### config.mk
export PLATFORM = sky130hd
export DESIGN_NAME = vram_arbiter
export DESIGN_NICKNAME = d
export VERILOG_FILES = /design/src/rtl/vram_arbiter.sv
export SDC_FILE = /design/constraint.sdc
export NUM_CORES = 1
export LEC_CHECK = 0
export ABC_CLOCK_PERIOD_IN_PS = 2620
export BUFFER_PORTS_ARGS = -buffer_cell sky130_fd_sc_hd__buf_2
export CORE_MARGIN = 2
export CORE_UTILIZATION = 39
export DETAILED_ROUTE_END_ITERATION = 12
export PLACE_DENSITY = 0.89
export SYNTH_ARGS = -nofsm -noshare
export SYNTH_HDL_FRONTEND = slang
export SYNTH_SLANG_ARGS = --single-unit
### constraint.sdc
create_clock -name clk -period 2.62 [get_ports clk]
set_clock_uncertainty 0.1 [all_clocks]
set_input_delay 0.393 -clock clk [delete_from_list [all_inputs] [get_ports clk]]
set_output_delay 0.393 -clock clk [all_outputs]
set_load 0.02 [all_outputs]
### src/rtl/vram_arbiter.sv
// VRAM arbiter: the display has fixed priority, and a starvation guard forces a CPU slot.
// Define VRAM_ARB_XOR_DRAW_EN to make CPU writes a 2-cycle XOR read-modify-write with collision.
module vram_arbiter #(
   parameter int unsigned HPOS_W       = 7,
   parameter int unsigned VPOS_W       = 6,
   parameter int unsigned PIX_W        = 2,
   parameter int unsigned STARVE_LIMIT = 16
) (
   input  logic              clk,
   input  logic              rst_n,
   input  logic              cpu_req,
   input  logic              cpu_we,
   input  logic [HPOS_W-1:0] cpu_hpos,
   input  logic [VPOS_W-1:0] cpu_vpos,
   input  logic [PIX_W-1:0]  cpu_pixeli,
   output logic              cpu_gnt,
   output logic              cpu_rvalid,
   output logic [PIX_W-1:0]  cpu_pixelo,
   output logic              cpu_collision,
   input  logic              cpu_collision_clr,
   input  logic              disp_req,
   input  logic [HPOS_W-1:0] disp_hpos,
   input  logic [VPOS_W-1:0] disp_vpos,
   output logic              disp_gnt,
   output logic              disp_rvalid,
   output logic [PIX_W-1:0]  disp_pixelo,
   output logic [HPOS_W-1:0] vram_hpos,
   output logic [VPOS_W-1:0] vram_vpos,
   output logic [PIX_W-1:0]  vram_din,
   input  logic [PIX_W-1:0]  vram_dout,
   output logic              vram_we
);

   localparam logic [7:0] StarveMax = 8'(STARVE_LIMIT);

`ifdef VRAM_ARB_XOR_DRAW_EN
   typedef enum logic {StIdle, StRmwWr} state_e;
   state_e state_q, state_d;
   logic   collision_q, collision_d;
`endif

   logic [7:0]       starve_cnt_q, starve_cnt_d;
   logic             rd_cpu_q, rd_cpu_d;
   logic             rd_disp_q, rd_disp_d;
   logic [PIX_W-1:0] cpu_pix_q, disp_pix_q;
   logic             force_cpu;
   logic             coll_set;

   assign force_cpu = cpu_req && (starve_cnt_q == StarveMax);

   always_comb begin
      cpu_gnt   = 1'b0;
      disp_gnt  = 1'b0;
      vram_hpos = '0;
      vram_vpos = '0;
      vram_din  = '0;
      vram_we   = 1'b0;
      rd_cpu_d  = 1'b0;
      rd_disp_d = 1'b0;
      coll_set  = 1'b0;
`ifdef VRAM_ARB_XOR_DRAW_EN
      state_d   = state_q;
      if (state_q == StRmwWr) begin
         // Write-back half of the XOR draw; completes even if cpu_req was dropped.
         vram_hpos = cpu_hpos;
         vram_vpos = cpu_vpos;
         vram_we   = 1'b1;
         vram_din  = vram_dout ^ cpu_pixeli;
         cpu_gnt   = 1'b1;
         coll_set  = |(vram_dout & cpu_pixeli);
         state_d   = StIdle;
      end else
`endif
      if (disp_req && !force_cpu) begin
         vram_hpos = disp_hpos;
         vram_vpos = disp_vpos;
         disp_gnt  = 1'b1;
         rd_disp_d = 1'b1;
      end else if (cpu_req) begin
         vram_hpos = cpu_hpos;
         vram_vpos = cpu_vpos;
         if (!cpu_we) begin
            cpu_gnt  = 1'b1;
            rd_cpu_d = 1'b1;
         end else begin
`ifdef VRAM_ARB_XOR_DRAW_EN
            state_d  = StRmwWr;
`else
            cpu_gnt  = 1'b1;
            vram_we  = 1'b1;
            vram_din = cpu_pixeli;
`endif
         end
      end
   end

   always_comb begin
      starve_cnt_d = starve_cnt_q;
      if (cpu_gnt) begin
         starve_cnt_d = '0;
      end else if (cpu_req && (starve_cnt_q != StarveMax)) begin
         starve_cnt_d = starve_cnt_q + 8'd1;
      end
   end

`ifdef VRAM_ARB_XOR_DRAW_EN
   // A new collision in the same cycle as a clear must not be lost.
   always_comb begin
      collision_d = collision_q;
      if (coll_set) begin
         collision_d = 1'b1;
      end else if (cpu_collision_clr) begin
         collision_d = 1'b0;
      end
   end

   always_ff @(posedge clk or negedge rst_n) begin
      if (!rst_n) begin
         state_q     <= StIdle;
         collision_q <= 1'b0;
      end else begin
         state_q     <= state_d;
         collision_q <= collision_d;
      end
   end

   assign cpu_collision = collision_q;
`else
   logic unused_coll;
   assign unused_coll   = coll_set ^ cpu_collision_clr;
   assign cpu_collision = 1'b0;
`endif

   always_ff @(posedge clk or negedge rst_n) begin
      if (!rst_n) begin
         starve_cnt_q <= '0;
         rd_cpu_q     <= 1'b0;
         rd_disp_q    <= 1'b0;
         cpu_pix_q    <= '0;
         disp_pix_q   <= '0;
      end else begin
         starve_cnt_q <= starve_cnt_d;
         rd_cpu_q     <= rd_cpu_d;
         rd_disp_q    <= rd_disp_d;
         if (rd_cpu_q) cpu_pix_q <= vram_dout;
         if (rd_disp_q) disp_pix_q <= vram_dout;
      end
   end

   // Read data is forwarded straight from the VRAM in the return cycle, then held.
   assign cpu_rvalid  = rd_cpu_q;
   assign disp_rvalid = rd_disp_q;
   assign cpu_pixelo  = rd_cpu_q ? vram_dout : cpu_pix_q;
   assign disp_pixelo = rd_disp_q ? vram_dout : disp_pix_q;

endmodule

==> metrics.csv, run 1 <==
metric,value,unit
clock.fmax,0.396,GHz
overflow,0,
cts-htree-levels,1,
wl_per_cell,13.1,um
required,2.13,ns
multi_input_area,427,sq um
layout_min_cycle_time,2.52,ns
rows,16,
fin_nets,178,
die-area,0.00245,sq mm
worstHoldPathCells,2,
power_frac_comb,32.6,%
gp_congestion,0.732,
final_layout_size_suffix_gt1_share,53.6,%
p_total,0.538,mW
portBuffers,58,
reg2reg_depth,4,
final_common_cell,buf_2,
internal_power,0.364,mW
hp-start,cpu_we,
hold_violations,0,
grt_max_degree,16,
p_leak,0.627,nW
dp_hpwl,1730,um
wl,2170,um
synth_top_area_cell,dfrtp_1,
seq_area,350,sq um
final_cells,165,
cts_buffers,3,
critPathArrivalTime,2.03,ns
vias,850,
synth_area_leaders,"dfrtp_1, a22o_1, mux2_2",
dpl_cell_area,0.00111,sq mm
power.clock.fraction,21.0,%
synth_fp_nets,115,
die_y,49.5,um
syn_area,808,sq um
grt_pass1_vias,820,
ant_nets,0,
drt-vias-per-instance,5.15,
synth_enable_flop_cells,0,
ys_ff_latch,14,
final_core_util,60.0,%
clock_tree.buffer_depth,2,
ios,61,
stdcell_area,0.00118,sq mm
drtIter0Drc,13,
ys_types,29,
finalSetupTns,0,ns
crit_start,starve_cnt_q[5]$_DFFE_PN0P_,
synth_top_flop_cell,dfrtp_1,
hold_path_class,primary input to flop,
critPathKind,flop to primary output,
ys_warn_count,0,
rrSetupSlack,0.92,ns
post-route-period-util,96.3,%
synthArstFlopShare,100,%
place_ws,0.301,ns
grt_use_total,18.6,%
insertion_delay,0.26,ns
cts_tree,yes,
initial_core_util,41.2,%
antenna_found_initial,0,
first_pass_iters,3,
syn_area_per_cell,10.5,sq um
power_per_cell_area,457,mW/mm^2
slew_viol_final,0,
start_kind,flop,
diodes,0,
power.switching,0.175,mW
grt_pass1_wl,3530,um
finalSetupViolations,0,
synthToLayoutAreaGrowth,45.7,%
core,0.00196,sq mm
clkSinkCount,14,
cap_violations,0,
swShare,32.5,%
end_kind,primary output,
dp.cells,159,
syn_inst,77,
drc_errors,0,
synth.top_cell.area_share,43.3,%
root_buffer,clkbuf_4,
rr_startpoint,starve_cnt_q[5]$_DFFE_PN0P_,
hold-path-endpoint,cpu_rvalid$_DFF_PN0_,
rsz0062_at_grt,no,
setup_ws,0.0970,ns
status,"finished, final reports clean",
pwr-share-seq,46.4,%
r2r_end,starve_cnt_q[2]$_DFFE_PN0P_,
hold_ws,0.207,ns
fill_cells,177,
peakVddDrop,0.000214,V
layout_common_cells,"buf_2, dfrtp_1, a22o_1",
ys_seq_area_share,43.3,%
die_x,49.5,um
clk_pin_slew_worst_paths,0.08,ns
worstPathMaxFanout,15,
[how the worst max path moves through the flow]
stage,to,slack (ns),cells after the start
after global routing,vram_vpos[4],0.01,5
after floorplan,vram_vpos[2],0.47,4
after global placement,vram_hpos[5],0.34,5
final,vram_hpos[5],0.1,5
after CTS,vram_vpos[4],0.06,5
after detailed placement,vram_vpos[4],0.30,5
[power groups by stage]
stage                     Clock, mW  Combinational [mW]  Sequential [mW]
after CTS                     0.115               0.171            0.249
after detailed placement          0               0.168            0.253
final                         0.113               0.176            0.250
after global routing          0.126               0.191            0.252
after global placement            0               0.161            0.252
after floorplan                   0               0.102            0.251
[cell usage after synthesis (2+ instances only)]
cell type  number
or3_1           3
nand4_1         4
a21oi_1         2
o21ai_2         2
and3_1          2
nand2_1         4
buf_2           2
nor2_1          3
mux2_2          4
ha_1            2
inv_1           2
a22o_1         13
xor2_1          3
dfrtp_1        14
o21ai_0         3
[area by class of cell]
type	count	area share [%]
multi-input cells	55	36.2
flip-flops and latches	14	29.8
inverters	3	1.17
repair buffers	63	28.1
clock buffers	3	1.91
well taps	27	2.87
[timing repair]
item | CTS | global route
hold endpoints to repair | 14 | 0
setup endpoints to repair | 4 | 13
pin swaps | 0 | 1
gates resized for setup | 1 | 2
buffers inserted | 0 | 2
hold buffers | 1 | 0
[cell families (layout without fill, tap and decap cells)]
group	after synthesis	in the layout	share of synthesized area (%)
compound gates	23	23	22.0
simple gates	21	21	15.6
flops	14	14	43.3
buf+inv	8	69	5.42
mux	5	5	6.81
xor+xnor	3	3	3.25
fa+ha+maj	2	2	3.10
other cells	1	1	0.464
[worst max-delay path, cell delays in order (launching register included)]
cell     delay, ns
dfrtp_1       0.43
or4b_4        0.60
o21ai_2       0.22
inv_4         0.11
a22o_1        0.25
buf_2         0.16
[layer usage]
| layer | GRT usage (%) | vias to the layer above | wire length [um] |
|---|---|---|---|
| li1 | - | 406 | - |
| met1 | 20.8 | 399 | 878 |
| met2 | 34.9 | 43 | 1110 |
| met3 | 1.82 | 2 | 152 |
| met4 | 8.33 | 0 | 27 |
| met5 | 0 | - | 0 |
[flip-flops by register name (all words and copies together), names as in the netlist]
signal and flops:
cpu_rvalid 1, cpu_pix_q 2, starve_cnt_q 8, disp_rvalid 1, disp_pix_q 2
No activity file was read; power rests on OpenSTA's default activity.
==> run 2: changes to the inputs <==
- ABC_AREA: not set -> 1
- CAP_MARGIN: not set -> 20
- CORE_UTILIZATION: 39 -> 40
==> run 2 against run 1 <==
  * Final area grew 4.8%
  * Critical path type unchanged
  * Die area grew 6.0%
  * Largest cell class unchanged
  * Area after synthesis grew 9.3%
  * Via count grew 19%
  * Cell count grew 31%
  * Synthesized cell count grew 68%
  * Utilization shrank 2.6 points
  * Non-clock buffer count shrank 3
==> metrics.csv, run 2 <==
metric,value,unit,change
critical-path-max-stage-delay,0.40,ns,-0.20 ns
initial_core_util,41.1,%,-0.081 points
final_core_util,57.4,%,-2.6 points
p_total,0.557,mW,+3.4%
synth_area_leaders,"dfrtp_1, nand2_1, nand3_1",,
ant_nets,0,,unchanged
critPathKind,flop to primary output,,
finalSetupTns,0,ns,unchanged
power_per_cell_area,451,mW/mm^2,-1.3%
hold_path_class,primary input to flop,,
first_pass_iters,4,,+1
post-route-period-util,88.7,%,-7.6 points
clock.fmax,0.430,GHz,+8.6%
layout_min_cycle_time,2.32,ns,-0.200 ns
ios,61,,unchanged
grt_pass1_vias,923,,+13%
ys_ff_latch,14,,unchanged
insertion_delay,0.28,ns,+0.02 ns
end_kind,primary output,,
fin_nets,227,,+28%
syn_inst,129,,+68%
yosysMostFrequentCell,nand2_1,,
final_layout_size_suffix_gt1_share,36.7,%,-17 points
drtIter0Drc,12,,-1
synth.top_cell.area_share,39.7,%,-3.7 points
cts-htree-levels,1,,unchanged
worstPathMaxFanout,18,,+3
overflow,0,,unchanged
synthToLayoutAreaGrowth,39.7,%,
ys_types,17,,-41%
drt-vias-per-instance,4.67,,-9.3%
syn_area_per_cell,6.85,sq um,-35%
rsz0062_at_grt,no,,
gp_congestion,0.751,,+2.6%
synth_common_cells,"nand2_1, nand3_1, nor2_1, dfrtp_1, inv_1",,
dp.cells,211,,+33%
peakVddDrop,0.000246,V,+15%
ys_seq_area_share,39.7,%,-3.7 points
drc_errors,0,,unchanged
required,2.13,ns,about the same
slew_viol_final,0,,unchanged
reg2reg_depth,9,,+5
synth_top_area_cell,dfrtp_1,,
cap_violations,0,,unchanged
grtUsageMet3,2.34,%,+0.52 points
root_buffer,clkbuf_4,,
grt_use_total,18.0,%,-0.58 points
hold_violations,0,,unchanged
synth_fp_nets,167,,+45%
synth_top_flop_cell,dfrtp_1,,
antenna_found_initial,0,,unchanged
grt_use_met2,30.3,%,-4.6 points
die_y,51.0,um,+3.0%
largest_reg_flops,8,,unchanged
diodes,0,,unchanged
critPathArrivalTime,1.83,ns,-0.20 ns
post_cts_buffers,0,,unchanged
start_kind,flop,,
status,"finished, final reports clean",,
wl,2020,um,-6.8%
cts_buffers,3,,unchanged
grtUsageMet1,21.2,%,+0.34 points
dp_hpwl,1630,um,-5.6%
synthArstFlopShare,100,%,unchanged
crit_chain,inv_1 -> ha_1 -> nand2_1 -> nor2_1 -> nand2_1 -> nand2_4 -> inv_2 -> nand2_1 -> nand2_1 -> buf_2,,
ys_warn_count,0,,unchanged
synth_enable_flop_cells,0,,unchanged
fill_cells,209,,+18%
largest_registers,"starve_cnt_q x8, cpu_pix_q x2, disp_pix_q x2",,
largest_register,starve_cnt_q,,
grt_pass1_wl,3550,um,+0.59%
grt-busiest-layer,met2,,
syn_area,883,sq um,+9.3%
worstHoldPathCells,2,,unchanged
p_leak,0.743,nW,+19%
die_x,51.0,um,+3.0%
grt_max_degree,23,,+7
core,0.00215,sq mm,+9.5%
final_common_cell,buf_2,,
wl_per_cell,9.35,um,-29%
clkSinkCount,14,,unchanged
clock_tree.buffer_depth,2,,unchanged
finalSetupViolations,0,,unchanged
cts_tree,yes,,
portBuffers,58,,unchanged
die-area,0.00260,sq mm,+6.0%
critPathMostFrequentCell,nand2_1,,
clk_pin_slew_worst_paths,0.09,ns,about the same
layout_common_cells,"buf_2, nand2_1, nand3_1",,
rows,17,,+1
final_cells,216,,+31%
cp_slowest_cell,dfrtp_1,,
vias,1009,,+19%
[run 2: cell count changes in the layout (fill, tap and decap cells not counted), moves of 3 or more]
| cell | previous run | this run |
|---|---|---|
| a22o_1 | 13 | 0 |
| buf_4 | 4 | 1 |
| inv_1 | 2 | 10 |
| nand2_1 | 4 | 51 |
| nand3_1 | 0 | 19 |
| nand4_1 | 4 | 0 |
| nor2_1 | 3 | 17 |
| o21ai_0 | 3 | 0 |
| or3_1 | 3 | 0 |
[run 2: final cells by class]
type | instances | area (sq um) | area share (%)
multi-input cells | 99 | 463 | 37.5
flip-flops and latches | 14 | 350 | 28.4
repair buffers | 60 | 308 | 24.9
inverters | 11 | 41.3 | 3.35
clock buffers | 4 | 36.3 | 2.94
well taps | 28 | 35.0 | 2.84
[run 2: final timing paths]
kind | startpoint | to | slack, ns
min in group asynchronous | rst_n | starve_cnt_q[3]$_DFFE_PN0P_ | 0.42
hold / removal | cpu_we | cpu_rvalid$_DFF_PN0_ | 0.22
setup / recovery | starve_cnt_q[0]$_DFFE_PN0P_ | vram_hpos[3] | 0.30
setup reg to reg | starve_cnt_q[0]$_DFFE_PN0P_ | starve_cnt_q[3]$_DFFE_PN0P_ | 1.02
hold reg to reg | cpu_pix_q[1]$_DFF_PN0_ | cpu_pix_q[1]$_DFF_PN0_ | 0.40
max in group asynchronous | rst_n | disp_rvalid$_DFF_PN0_ | 1.76
[run 2: power by group]
part | internal [mW] | leakage (nW) | switching (mW)
sequential | 0.232 | 0.182 | 0.00935
clock | 0.0846 | 0.0210 | 0.0720
combinational | 0.0635 | 0.540 | 0.0953
[run 2: cell families (layout without fill, tap and decap cells)]
kind of cell / Yosys count / in the layout / share of synthesized area [%]
buffers and inverters: 16 / 75 / 8.50
XOR/XNOR: 2 / 2 / 1.98
adder cells (fa/ha/maj): 2 / 2 / 2.83
other: 1 / 1 / 0.425
AND/OR/NAND/NOR: 89 / 89 / 40.9
AO/OA/AOI/OAI: 1 / 1 / 0.566
flip-flops: 14 / 14 / 39.7
multiplexers: 4 / 4 / 5.10
[run 2: timing repair]
| item | 4_1_cts | 5_1_grt |
|---|---|---|
| hold buffers | 1 | 0 |
| resized for setup | 0 | 1 |
| endpoints found under the setup margin | 0 | 1 |
| hold endpoints to repair | 14 | 0 |
[run 2: metrics by stage]
stage / hold WS, ns / worst slack (ns) / instance area, sq um
2_1_floorplan: -0.00259 / 0.721 / 883
3_3_place_gp: 0.200 / 0.528 / 1180
3_5_place_dp: 0.201 / 0.524 / 1180
4_1_cts: 0.208 / 0.191 / 1230
5_1_grt: 0.213 / 0.104 / 1230
6_report: 0.216 / 0.297 / 1230
[run 2: per-layer routing]
metal | share of wire (%) | routed length (um)
met1 | 41 | 824
met2 | 50 | 1010
met3 | 6.9 | 140
met4 | 2.4 | 49
met5 | 0 | 0
[run 2: worst max-delay path: cells and delay by family, from the launching register on]
family | cells | cell delay (ns)
simple gates | 6 | 0.48
buf+inv | 3 | 0.46
flops | 1 | 0.40
fa+ha+maj | 1 | 0.20
==> run 3: changes to the inputs <==
- CORE_UTILIZATION: 40 -> 25
- PLACE_DENSITY: 0.89 -> 0.64
==> run 3 against run 2 <==
  * Fmax is 1.0% lower
  * Clock power hardly changed
  * Hold slack better by 0.0019 ns
  * Sequential share of layout area is 0.56 points lower
  * Critical path depth is 1 lower
  * First-iteration DRC count grew to 3.6 times the previous value
  * Cell count is 8.3% higher
  * Non-clock buffer count stayed put
  * Utilization is 20 points lower
  * Flip-flop and latch count stayed put
  * Critical endpoint is now cpu_gnt
  * Largest cell class unchanged
  * Largest power group unchanged
  * Highest routed layer unchanged
==> metrics.csv, run 3 (synthesis gave the netlist of run 2 again) <==
metric,value,unit,change
cts_tree,yes,,
core,0.00336,sq mm,+57%
rsz0062_at_grt,no,,
clkSinkCount,14,,unchanged
clock_tree.buffer_depth,2,,unchanged
critPathArrivalTime,1.85,ns,+0.02 ns
die-area,0.00402,sq mm,+55%
worstPathMaxFanout,16,,-2
root_buffer,clkbuf_4,,
swShare,31.5,%,-0.24 points
portBuffers,58,,unchanged
pwr-share-seq,43.5,%,+0.2 points
cts_buffers,3,,unchanged
post-route-period-util,89.6,%,+0.91 points
clk_pin_slew_worst_paths,0.09,ns,about the same
crit_start,starve_cnt_q[0]$_DFFE_PN0P_,,
grt_max_degree,23,,unchanged
ios,61,,unchanged
antenna_found_initial,0,,unchanged
end_kind,primary output,,
grtUsageMet1,12.7,%,-8.5 points
cap_violations,0,,unchanged
drc_errors,0,,unchanged
layout_min_cycle_time,2.35,ns,+0.0238 ns
reg2reg_depth,9,,unchanged
grt_pass1_vias,858,,-7.0%
ant_nets,0,,unchanged
finalSetupViolations,0,,unchanged
wl,2170,um,+7.3%
grt-busiest-layer,met2,,
dp_hpwl,1670,um,+2.6%
layout_common_cells,"buf_2, nand2_1, nand3_1",,
power_frac_comb,28.8,%,+0.3 points
grtUsageMet3,1.07,%,-1.3 points
first_pass_iters,2,,-2
required,2.13,ns,about the same
dpl_cell_area,0.00120,sq mm,+1.9%
r2r_end,starve_cnt_q[3]$_DFFE_PN0P_,,
insertion_delay,0.28,ns,about the same
drtIter0Drc,43,,+31
vias,989,,-2.0%
post_cts_buffers,0,,unchanged
status,"finished, final reports clean",,
rr_startpoint,starve_cnt_q[0]$_DFFE_PN0P_,,
synthToLayoutAreaGrowth,42.5,%,
final_common_cell,buf_2,,
cts-htree-levels,1,,unchanged
fin_nets,227,,unchanged
power.switching,0.175,mW,-1.2%
die_y,63.4,um,+24%
drt-vias-per-instance,4.23,,-9.5%
clock.fmax,0.426,GHz,-1.0%
stdcell_area,0.00126,sq mm,+2.0%
diodes,0,,unchanged
slew_viol_final,0,,unchanged
power_per_cell_area,440,mW/mm^2,-2.4%
finalSetupTns,0,ns,unchanged
p_leak,0.743,nW,about the same
peakVddDrop,0.000113,V,-54%
largest_reg_flops,8,,unchanged
internal_power,0.380,mW,about the same
initial_core_util,26.3,%,-15 points
start_kind,flop,,
wl_per_cell,9.26,um,-0.97%
overflow,0,,unchanged
power.clock.fraction,27.7,%,-0.4 points
endpoint,cpu_gnt,,
gp_congestion,0.704,,-6.2%
grt_use_total,10.8,%,-7.2 points
hold_path_class,primary input to flop,,
rrSetupSlack,0.97,ns,-0.05 ns
grt_pass1_wl,3500,um,-1.5%
die_x,63.4,um,+24%
rows,21,,+4
grt_use_met2,19.3,%,-11 points
final_layout_size_suffix_gt1_share,36.7,%,unchanged
largest_registers,"starve_cnt_q x8, cpu_pix_q x2, disp_pix_q x2",,
largest_register,starve_cnt_q,,
critPathKind,flop to primary output,,
hold_violations,0,,unchanged
[run 3: cell counts in the layout (fill, tap and decap cells not counted)]
Identical to the previous run, type by type.
[run 3: critical path: stages, from the launching register on]
cell and delay (ns):
dfrtp_1 0.42, inv_1 0.09, ha_1 0.14, nand2_1 0.06
nor2_1 0.09, nand2_1 0.09, nand2_4 0.18, nand2_1 0.17
inv_1 0.15, buf_2 0.18
[run 3: per-stage QoR]
stage          util [%]  hold WS, ns  total power [mW]  worst slack [ns]  cells
6_report           37.4        0.218             0.554             0.273    234
3_5_place_dp       35.8        0.208             0.406             0.456    229
4_1_cts            37.2        0.212             0.564             0.127    234
2_1_floorplan         -     -0.00259             0.341             0.721    129
3_3_place_gp       35.8        0.208             0.404             0.460    229
5_1_grt            37.4        0.233             0.585             0.108    234
[run 3: how the worst min path moves through the flow]
stage / start / cells after the start / slack (ns) / to
floorplan: rst_n / 0 / -0.003 / cpu_pix_q[0]$_DFF_PN0_
global placement: rst_n / 1 / 0.21 / starve_cnt_q[3]$_DFFE_PN0P_
detailed placement: rst_n / 1 / 0.21 / starve_cnt_q[3]$_DFFE_PN0P_
CTS: cpu_we / 2 / 0.21 / cpu_rvalid$_DFF_PN0_
global route: cpu_we / 2 / 0.23 / cpu_rvalid$_DFF_PN0_
finish: cpu_we / 2 / 0.22 / cpu_rvalid$_DFF_PN0_
[run 3: cell type report]
type	count	area (sq um)
clock buffers	4	36.3
fillers	394	2100
inverters	11	43.8
multi-input cells	99	463
flip-flops and latches	14	350
well taps	46	57.6
repair buffers	60	308
[run 3: per-layer routing]
metal  vias to the layer above  routed length [um]
li1                        514                   -
met1                       432                1000
met2                        41                 994
met3                         2                 138
met4                         0                  31
met5                         -                   0
[run 3: what timing repair did]
item                                    in CTS  in global routing
hold buffers                                 1                  0
gates resized for setup                      0                  3
endpoints found under the setup margin       0                  6
endpoints found under the hold margin       14                  0
[run 3: power groups by stage]
stage	combinational (mW)	sequential (mW)	clock [mW]
3_5_place_dp	0.160	0.246	0
2_1_floorplan	0.0959	0.245	0
3_3_place_gp	0.159	0.245	0
6_report	0.160	0.241	0.154
5_1_grt	0.177	0.243	0.166
4_1_cts	0.162	0.241	0.161
